### src/rtl/atp_pkg.sv
// Shared definitions for the ATP payout path: amount width, denomination table
// and the change-dispenser state encoding.
package atp_pkg;

  localparam int AMTW   = 10;
  localparam int NDENOM = 7;
  localparam int SELW   = 3;

  localparam logic [SELW-1:0] IDX_100     = 3'd0;
  localparam logic [SELW-1:0] IDX_50      = 3'd1;
  localparam logic [SELW-1:0] IDX_20      = 3'd2;
  localparam logic [SELW-1:0] IDX_10      = 3'd3;
  localparam logic [SELW-1:0] IDX_5       = 3'd4;
  localparam logic [SELW-1:0] IDX_2       = 3'd5;
  localparam logic [SELW-1:0] IDX_1       = 3'd6;
  localparam logic [SELW-1:0] IDX_ILLEGAL = 3'd7;

  typedef enum logic [1:0] {
    ST_IDLE   = 2'd0,
    ST_SELECT = 2'd1,
    ST_ISSUE  = 2'd2,
    ST_DONE   = 2'd3
  } atp_state_e;

  // Face value of a denomination index; the illegal index is worth nothing.
  function automatic logic [AMTW-1:0] denom_value(input logic [SELW-1:0] idx);
    case (idx)
      IDX_100: return 10'd100;
      IDX_50:  return 10'd50;
      IDX_20:  return 10'd20;
      IDX_10:  return 10'd10;
      IDX_5:   return 10'd5;
      IDX_2:   return 10'd2;
      IDX_1:   return 10'd1;
      default: return '0;
    endcase
  endfunction

endpackage

### src/rtl/atp_denom_select.sv
// Greedy picker: the lowest index (largest note) that still fits in the
// remaining amount and has stock on hand.
module atp_denom_select
  import atp_pkg::*;
(
  input  logic [AMTW-1:0]   remaining,
  input  logic [NDENOM-1:0] avail,
  output logic              found,
  output logic [SELW-1:0]   index
);

  always_comb begin
    found = 1'b0;
    index = '0;
    for (int i = 0; i < NDENOM; i++) begin
      if (!found && avail[i] && (denom_value(SELW'(i)) <= remaining)) begin
        found = 1'b1;
        index = SELW'(i);
      end
    end
  end

endmodule

### src/rtl/atp_change_dispenser.sv
// Returns an excess amount as notes/coins, one per valid/ack transfer, tracking
// per-denomination stock and reporting any amount that could not be paid out.
module atp_change_dispenser
  import atp_pkg::*;
#(
  parameter int STOCKW     = 8,
  parameter int STOCK_INIT = 20
) (
  input  logic              clk,
  input  logic              rst,
  input  logic              start,
  input  logic [AMTW-1:0]   amt,
  input  logic              stop,
  output logic              note_val,
  output logic [SELW-1:0]   note_sel,
  input  logic              note_ack,
  input  logic              refill,
  input  logic [SELW-1:0]   refill_sel,
  input  logic [STOCKW-1:0] refill_cnt,
  output logic              busy,
  output logic              done,
  output logic [AMTW-1:0]   short_amt,
  output logic [1:0]        dbg_state
);

  // Handshake: note_val rises in ISSUE and note_sel stays frozen until a cycle
  // with note_val && note_ack, which is the single transfer of that note.

  atp_state_e        state, state_n;
  logic [AMTW-1:0]   remaining;
  logic [AMTW-1:0]   cur_val;
  logic [STOCKW-1:0] stock [NDENOM];
  logic [NDENOM-1:0] avail;
  logic              pick_found;
  logic [SELW-1:0]   pick_idx;
  logic              xfer;
  logic [STOCKW:0]   refill_sum;
  logic [STOCKW-1:0] refill_new;

  always_comb begin
    for (int i = 0; i < NDENOM; i++) avail[i] = (stock[i] != '0);
  end

  atp_denom_select u_select (
    .remaining (remaining),
    .avail     (avail),
    .found     (pick_found),
    .index     (pick_idx)
  );

  assign cur_val   = denom_value(note_sel);
  assign xfer      = (state == ST_ISSUE) && note_ack;
  assign note_val  = (state == ST_ISSUE);
  assign busy      = (state != ST_IDLE);
  assign done      = (state == ST_DONE);
  assign dbg_state = state;

  // Saturating refill so a large top-up never wraps the counter.
  always_comb begin
    refill_sum = {1'b0, stock[refill_sel]} + {1'b0, refill_cnt};
    refill_new = refill_sum[STOCKW] ? '1 : refill_sum[STOCKW-1:0];
  end

  always_ff @(posedge clk) begin
    if (rst) state <= ST_IDLE;
    else     state <= state_n;
  end

  always_comb begin
    state_n = state;
    case (state)
      ST_IDLE:   if (start) state_n = ST_SELECT;
      ST_SELECT: state_n = (stop || !pick_found) ? ST_DONE : ST_ISSUE;
      ST_ISSUE: begin
        if (xfer)      state_n = stop ? ST_DONE : ST_SELECT;
        else if (stop) state_n = ST_DONE;
      end
      ST_DONE:   state_n = ST_IDLE;
      default:   state_n = ST_IDLE;
    endcase
  end

  always_ff @(posedge clk) begin
    if (rst) begin
      remaining <= '0;
      note_sel  <= '0;
      short_amt <= '0;
      for (int i = 0; i < NDENOM; i++) stock[i] <= STOCKW'(STOCK_INIT);
    end else begin
      case (state)
        ST_IDLE: begin
          if (start) begin
            remaining <= amt;
            short_amt <= '0;
          end
          if (refill && (refill_sel != IDX_ILLEGAL)) stock[refill_sel] <= refill_new;
        end
        ST_SELECT: begin
          // With nothing left to pay, remaining is 0 and so is the shortfall.
          if (stop || !pick_found) short_amt <= remaining;
          else                     note_sel  <= pick_idx;
        end
        ST_ISSUE: begin
          if (xfer) begin
            remaining       <= remaining - cur_val;
            stock[note_sel] <= stock[note_sel] - STOCKW'(1);
            if (stop) short_amt <= remaining - cur_val;
          end else if (stop) begin
            short_amt <= remaining;
          end
        end
        default: ;
      endcase
    end
  end

endmodule

### config.mk
export PLATFORM = sky130hd
export DESIGN_NAME = atp_change_dispenser
export DESIGN_NICKNAME = d
export VERILOG_FILES = /design/src/rtl/atp_pkg.sv /design/src/rtl/atp_denom_select.sv /design/src/rtl/atp_change_dispenser.sv
export SDC_FILE = /design/constraint.sdc
export NUM_CORES = 1
export LEC_CHECK = 0
export ABC_AREA = 0
export CORE_UTILIZATION = 50
export CTS_BUF_LIST = sky130_fd_sc_hd__clkbuf_8
export DETAILED_ROUTE_END_ITERATION = 8
export PLACE_DENSITY = 0.76
export SLEW_MARGIN = 20
export SYNTH_ARGS = -nofsm -noshare
export SYNTH_HDL_FRONTEND = slang
export SYNTH_HIERARCHICAL = 1
export SYNTH_SLANG_ARGS = --single-unit
export TNS_END_PERCENT = 10
### constraint.sdc
create_clock -name clk -period 10 [get_ports clk]
set_input_delay 1.5 -clock clk [delete_from_list [all_inputs] [get_ports clk]]
set_output_delay 1.5 -clock clk [all_outputs]
set_load 0.005 [all_outputs]
==> impl_results.md, run 1 <==
* Status: finished, final reports clean
* Wire length per cell at 21.34 µm
* Initial core utilization at 0.5155
* CORE AREA at around 12000 µm²
* Most frequent cells in the layout: 86 x nor2_1, 56 x edfxtp_1, 45 x nand2_1, 43 x clkdlybuf4s50_1, 42 x a21oi_1
* Final Core Density at 0.5826
* Peak supply drop at 164.5 µV
* Clock Latency Late Sink at 0.37 ns
* Slew HR at 0.2490
* CTS H-tree lvls at 3
* Vias in the first global route at roughly 5300
* Final Cell Area at 7027 µm²
* Cell Area, Synth at just over 6000 µm²
* Cell Count, Final, Fillers Out at 830
* Area after DPL at 6761 µm²
* Reg2Reg Setup Slack at 6.04 ns
* Ys async rst share at 0
* Worst Path Required at 10.07 ns
* Clock-pin slew on the worst setup and hold paths at 0.09 ns
* Final hold vios at 0
* CTS buffer count at 9
* Die Ht at roughly 110 µm
* Crit path kind: in2reg
* Share of the synthesized area in the top cell type at 0.2705
* Total routed wirelength at 17.71 mm
* Main synth FF type: edfxtp_1
* Post-CTS Setup Repair Bufs at 0
* Worst-Margin Slew at 1.122 ns
* Synthesis warning total at 6
* CTS-repair resized insts at 0
* Fmax achieved at about 180 MHz
* Syn avg cell area at 9.932 µm²
* Hold_buf cts at 0
* Total gr overflow at 0
* Largest net degree at the start of global routing at 50
* Pwr per Cell Area at 222.5 nW/µm²
* Cells after synthesis at 626
* CTS tree: built
* Half-perimeter wire length after placement at 13.22 mm
* Ant diodes at 0
* Chip width at 113.5 µm
* Leak Pwr at 2.428 nW
* R2R cell count at 8
* WP data arrival at between 5 and 6 ns
* Clock Path Buffers at 2
* Placed cells at 814
* PnR worst setup slack at 4.544 ns
* CTS root buffer: clkbuf_8
* Mapped Nets at 678
* First-pass GRT wire length at 28.12 mm
* Detail Route Antenna Nets at 0
* Via count at 5318
* Layout Skew at 0.01168 ns
* Sequential share of the synthesized area at 0.3864
* Hold Path Stages at 2
* Most common cell after layout, fill and taps aside: nor2_1
* GRT Total Usage at 0.2859
* Crit path launch type: primary input
* Post-route setup TNS at 0 ns
* Largest fanout on the critical path at 18
* Post-synthesis cell type count at 65
* Pwr Total at 1.564 mW
* Placement Setup Slack at approximately 4.2 ns
* NumNets Final at 709
* RSZ-0062 raised after global routing: false
* Fin crit period at 5.456 ns
* Gpl congestion at 0.9239
* Vias per cell at 6.407
* Fin Hold WS at 0.4570 ns
* Final period util at 0.5456
* Clock Sinks at 92
* CP endpoint kind: flip-flop
* Final Max Tran Viols at 0
* Boundary Pins at 45
* Hold/Removal Path Class: reg2reg
* DRT Pass-1 Iters at 5
* Die area at 12880 µm²
* Initial antenna violation count at 0
* MaxCap Viol Count at 0
* Synth area leaders: edfxtp_1 27%, dfxtp_1 12%, mux4_2 11%
* EDFF count, synth at 56
* Iteration-0 DRC Markers at 513
* Cell row count at 40
* Fraction of layout cells with a size suffix above 1 at 0.1224
* Input/output buffers at 44
* #FFs+latches synth at 92
* Final setup viols at 0
* Area Overhead vs Synth at 13.02%
* Yosys top cell by area: edfxtp_1
* Drc violations at 0
## cells by family after synthesis
group / after synthesis / synth area share
flip-flops: 92 / 0.3864
multiplexers: 58 / 0.1572
AND/OR/NAND/NOR: 243 / 0.1914
AO/OA/AOI/OAI: 140 / 0.1536
adder cells (fa/ha/maj): 25 / 0.05273
buffers and inverters: 52 / 0.03622
XOR/XNOR: 16 / 0.02254
## final cells by class
type	count	area (µm²)
Clock buffer	10	137.6
Clock inverter	6	127.6
Fill cell	1049	5035
Inverter	23	86.33
Multi-Input combinational cell	482	3590
Sequential cell	92	2402
Tap cell	168	210.2
Timing Repair Buffer	49	473.0
## flip-flops by register name (all words and copies together), names as in the netlist, named ones only
register / flops
dbg_state: 2
note_sel: 3
remaining: 10
short_amt: 10
stock: 64
## worst max-delay path, stage by stage
cell and delay (ns):
clkdlybuf4s50_1 1.03, mux4_2 0.42, mux2_2 0.29, ha_1 0.19, inv_1 0.07, fa_1 0.22
nor2b_1 0.09, o31a_1 0.29, nor2_1 0.09, o21ai_0 0.22, o32ai_1 0.92, nand3_1 0.16
## per-layer routing
layer / global-route usage / wire, µm
met1: 0.3556 / 6780
met2: 0.4866 / 8746
met3: 0.05367 / 1612
met4: 0.1246 / 571
met5: 0 / 0
## cells in the mapped netlist (3+ instances only)
library cell and n:
nor2_1 86, edfxtp_1 56, nand2_1 45, a21oi_1 42, dfxtp_1 36, mux4_2 30
nand3_1 24, ha_1 23, inv_1 23, o21ai_0 21, clkbuf_1 20, nand2b_1 20
nor3_1 19, mux2i_1 14, mux2_2 13, nor4_1 13, a211oi_1 12, nor2b_1 11
o21a_1 10, a21o_1 8, xnor2_1 8, xor2_1 8, a31oi_1 7, o22ai_1 7
buf_2 6, nand3b_1 4, a21oi_2 3, buf_6 3, or2_2 3, or3_1 3
## final timing paths
kind / startpoint / endpoint
max reg2reg: dbg_state[0]$_SDFFE_PP0P_ / stock[1][5]$_SDFFCE_PN0P_
min: short_amt[3]$_SDFFE_PP0P_ / short_amt[3]$_SDFFE_PP0P_
max: refill_sel[1] / stock[1][2]$_SDFFCE_PN1P_
min reg2reg: short_amt[3]$_SDFFE_PP0P_ / short_amt[3]$_SDFFE_PP0P_
## power by group
group          switching [mW]  internal (mW)
combinational           0.407          0.293
sequential             0.0823          0.451
clock                   0.133          0.197
total                   0.622          0.941
Note: power is estimated with default switching activity, not from simulation.
==> run 2, diff against run 1 <==
--- a/config.mk
+++ b/config.mk
@@ -9,7 +9,7 @@
 export CORE_UTILIZATION = 50
 export CTS_BUF_LIST = sky130_fd_sc_hd__clkbuf_8
 export DETAILED_ROUTE_END_ITERATION = 8
-export PLACE_DENSITY = 0.76
+export PLACE_DENSITY = 0.78
 export SLEW_MARGIN = 20
 export SYNTH_ARGS = -nofsm -noshare
 export SYNTH_HDL_FRONTEND = slang
==> constraint.sdc (replaced) <==
create_clock -name clk -period 4.9 [get_ports clk]
set_input_delay 0.735 -clock clk [delete_from_list [all_inputs] [get_ports clk]]
set_output_delay 0.735 -clock clk [all_outputs]
set_load 0.005 [all_outputs]
==> impl_results.md, run 2 (synthesis results as in run 1) <==
* Status: finished, final reports clean
* Worst Path Required at 5.01 ns (-5.06 ns)
* Total gr overflow at 0 (unchanged)
* Final Max Tran Viols at 0 (unchanged)
* WP data arrival at 4.28 ns (-1.24 ns)
* Largest net degree at the start of global routing at 26 (-48%)
* Post-CTS Setup Repair Bufs at 0 (unchanged)
* Gpl congestion at 0.9596 (+3.9%)
* Cell Count, Final, Fillers Out at 843 (+1.6%)
* Layout Skew at 0.02029 ns (+0.008611 ns)
* CTS root buffer: clkbuf_8
* RSZ-0062 raised after global routing: false
* Chip width at 113.5 µm (unchanged)
* Placed cells at 827 (+1.6%)
* GRT Total Usage at 0.2879 (+0.001992)
* Via count at 5452 (+2.5%)
* Final setup viols at 0 (unchanged)
* Final Core Density at 0.5856 (+0.003008)
* DRT Pass-1 Iters at 5 (unchanged)
* Iteration-0 DRC Markers at 528 (+2.9%)
* CTS buffer count at 9 (unchanged)
* Fill count at 1010 (-3.7%)
* Fin crit period at 4.178 ns
* Pwr Total at 3.059 mW (+96%)
* Final hold vios at 0 (unchanged)
* Largest fanout on the critical path at 15 (-3)
* Total routed wirelength at 18.01 mm (+1.7%)
* Clock-pin slew on the worst setup and hold paths at 0.09 ns (about the same)
* CORE AREA at 12060 µm² (unchanged)
* CTS tree: built
* Vias per cell at 6.467 (+0.94%)
* Hold/Removal Path Class: reg2reg
* Most frequent cells in the layout: 86 x nor2_1, 56 x edfxtp_1, 45 x nand2_1, 44 x clkdlybuf4s50_1, 42 x a21oi_1
* First-pass GRT wire length at 27.90 mm (-0.81%)
* CTS H-tree lvls at 3 (unchanged)
* Number of flip-flops in the largest register at 64 (unchanged)
* Clk pwr share at 0.170 (-0.041)
* Vias in the first global route at 5246 (-0.63%)
* Drc violations at 0 (unchanged)
* Crit-path cells: clkdlybuf4s50_1 -> buf_4 -> mux4_2 -> mux2_2 -> ha_1 -> inv_1 -> fa_1 -> nor2b_1 -> o31a_1 -> nor2_1 -> o21ai_0 -> o21a_1 -> a21oi_1 -> nor2_1
* Largest registers: stock: 64 flops, remaining: 10 flops, short_amt: 10 flops
* Detail Route Antenna Nets at 0 (unchanged)
* Share of total power in sequential cells at 0.362 (+0.021)
* PnR worst setup slack at 0.7221 ns (-3.822 ns)
* Hold_buf cts at 0 (unchanged)
* Cell row count at 40 (unchanged)
* Fmax achieved at 239.4 MHz
* Ant diodes at 0 (unchanged)
* Die Ht at 113.5 µm (unchanged)
* Half-perimeter wire length after placement at 13.56 mm (+2.6%)
* CTS-repair resized insts at 0 (unchanged)
* Die area at 12880 µm² (unchanged)
* Comb pwr share at 0.468 (+0.020)
* Peak supply drop at 373.7 µV (+130%)
* CP max stage cell: mux4_2
* Fraction of layout cells with a size suffix above 1 at 0.1393 (+0.01690)
* Register Area at 2402 µm² (unchanged)
* Input/output buffers at 44 (unchanged)
* Buf/Inv on CP at 3 (+1)
* Multi-input gate area at 3590 µm² (unchanged)
* MaxCap Viol Count at 0 (unchanged)
* Clock Sinks at 92 (unchanged)
* Clock Latency Late Sink at 0.38 ns (about the same)
* Int Pwr at 1.775 mW (+89%)
* Sw Share at 0.4199 (+0.02191)
* Register name with the most flops: stock
* Initial antenna violation count at 0 (unchanged)
* CP endpoint kind: flip-flop
* Crit path max-delay family: compound AO/OA/AOI/OAI gates
* Pwr per Cell Area at 433.1 nW/µm² (+95%)
* Area Overhead vs Synth at 13.60%
* Psw at 1.285 mW (+110%)
* Largest stage delay, worst path at 0.54 ns (-0.49 ns)
* Final period util at 0.8526
* Wire length per cell at 21.36 µm (+0.11%)
* Initial core utilization at 0.5155 (unchanged)
* Placement Setup Slack at 0.3322 ns (-3.905 ns)
* Slew HR at 0.2772 (+0.02819)
* Most common cell after layout, fill and taps aside: nor2_1
* Most frequent CP cell: nor2_1
* Leak Pwr at 2.451 nW (+0.96%)
* Post-route setup TNS at 0 ns (unchanged)
* Crit path launch type: primary input
* NumNets Final at 722 (+1.8%)
* Crit path kind: in2reg
* Clock Path Buffers at 2 (unchanged)
* Boundary Pins at 45 (unchanged)
* Worst-Margin Slew at 1.083 ns (-0.03962 ns)
run 2: cell count changes in the layout (fill, tap and decap cells not counted):
cell / change
clkbuf_8: -1
buf_2: -1
clkinv_4: +1
inv_1: -1
inv_6: +2
bufinv_16: -3
buf_4: +13
clkdlybuf4s50_1: +1
clkinvlp_4: +2
run 2: per-layer routing:
| metal | global-route usage | up-vias | wire [µm] |
|---|---|---|---|
| met4 | 0.1877 | 0 | 960 |
| met2 | 0.4650 | 362 | 8515 |
| li1 | - | 2436 | - |
| met5 | 0 | - | 0 |
| met1 | 0.3594 | 2583 | 6922 |
| met3 | 0.04729 | 71 | 1611 |
run 2: path summary, 6_finish.rpt:
| kind | cells past startpoint | start | slack, ns | end |
|---|---|---|---|---|
| setup reg to reg | 10 | dbg_state[0]$_SDFFE_PP0P_ | 1.27 | stock[1][1]$_SDFFCE_PN0P_ |
| hold / removal | 2 | short_amt[2]$_SDFFE_PP0P_ | 0.47 | short_amt[2]$_SDFFE_PP0P_ |
| hold reg to reg | 2 | short_amt[2]$_SDFFE_PP0P_ | 0.47 | short_amt[2]$_SDFFE_PP0P_ |
| setup / recovery | 14 | refill_sel[0] | 0.72 | stock[0][0]$_SDFFCE_PN0P_ |
run 2: stage by stage:
stage / area, µm² / hold WS (ns)
final: 7063 / 0.4680
after global routing: 7063 / 0.4916
after CTS: 7063 / 0.4679
after detailed placement: 6864 / 0.4536
after global placement: 6864 / 0.4438
after floorplan: 6217 / 0.4527
run 2: worst min-delay path, delay by kind of cell (launching register included):
kind | cells | cell delay [ns]
DFF | 1 | 0.32
AOI/OAI and AO/OA | 1 | 0.05
and+or+nand+nor | 1 | 0.05
run 2: cell type report:
cell class,instances,area share
sequential,92,0.3401
inverter,23,0.01222
multi-input combinational,482,0.5082
clock buffer,9,0.01754
tap,168,0.02976
clock inverter,7,0.01063
timing repair buffer,62,0.08149
run 2: power by group through the flow:
stage,logic [mW],registers (mW),clock network [mW]
global route,1.55,1.12,0.549
global placement,1.35,1.11,0
floorplan,1.07,1.03,0
CTS,1.40,1.10,0.525
detailed placement,1.39,1.11,0
finish,1.43,1.11,0.520
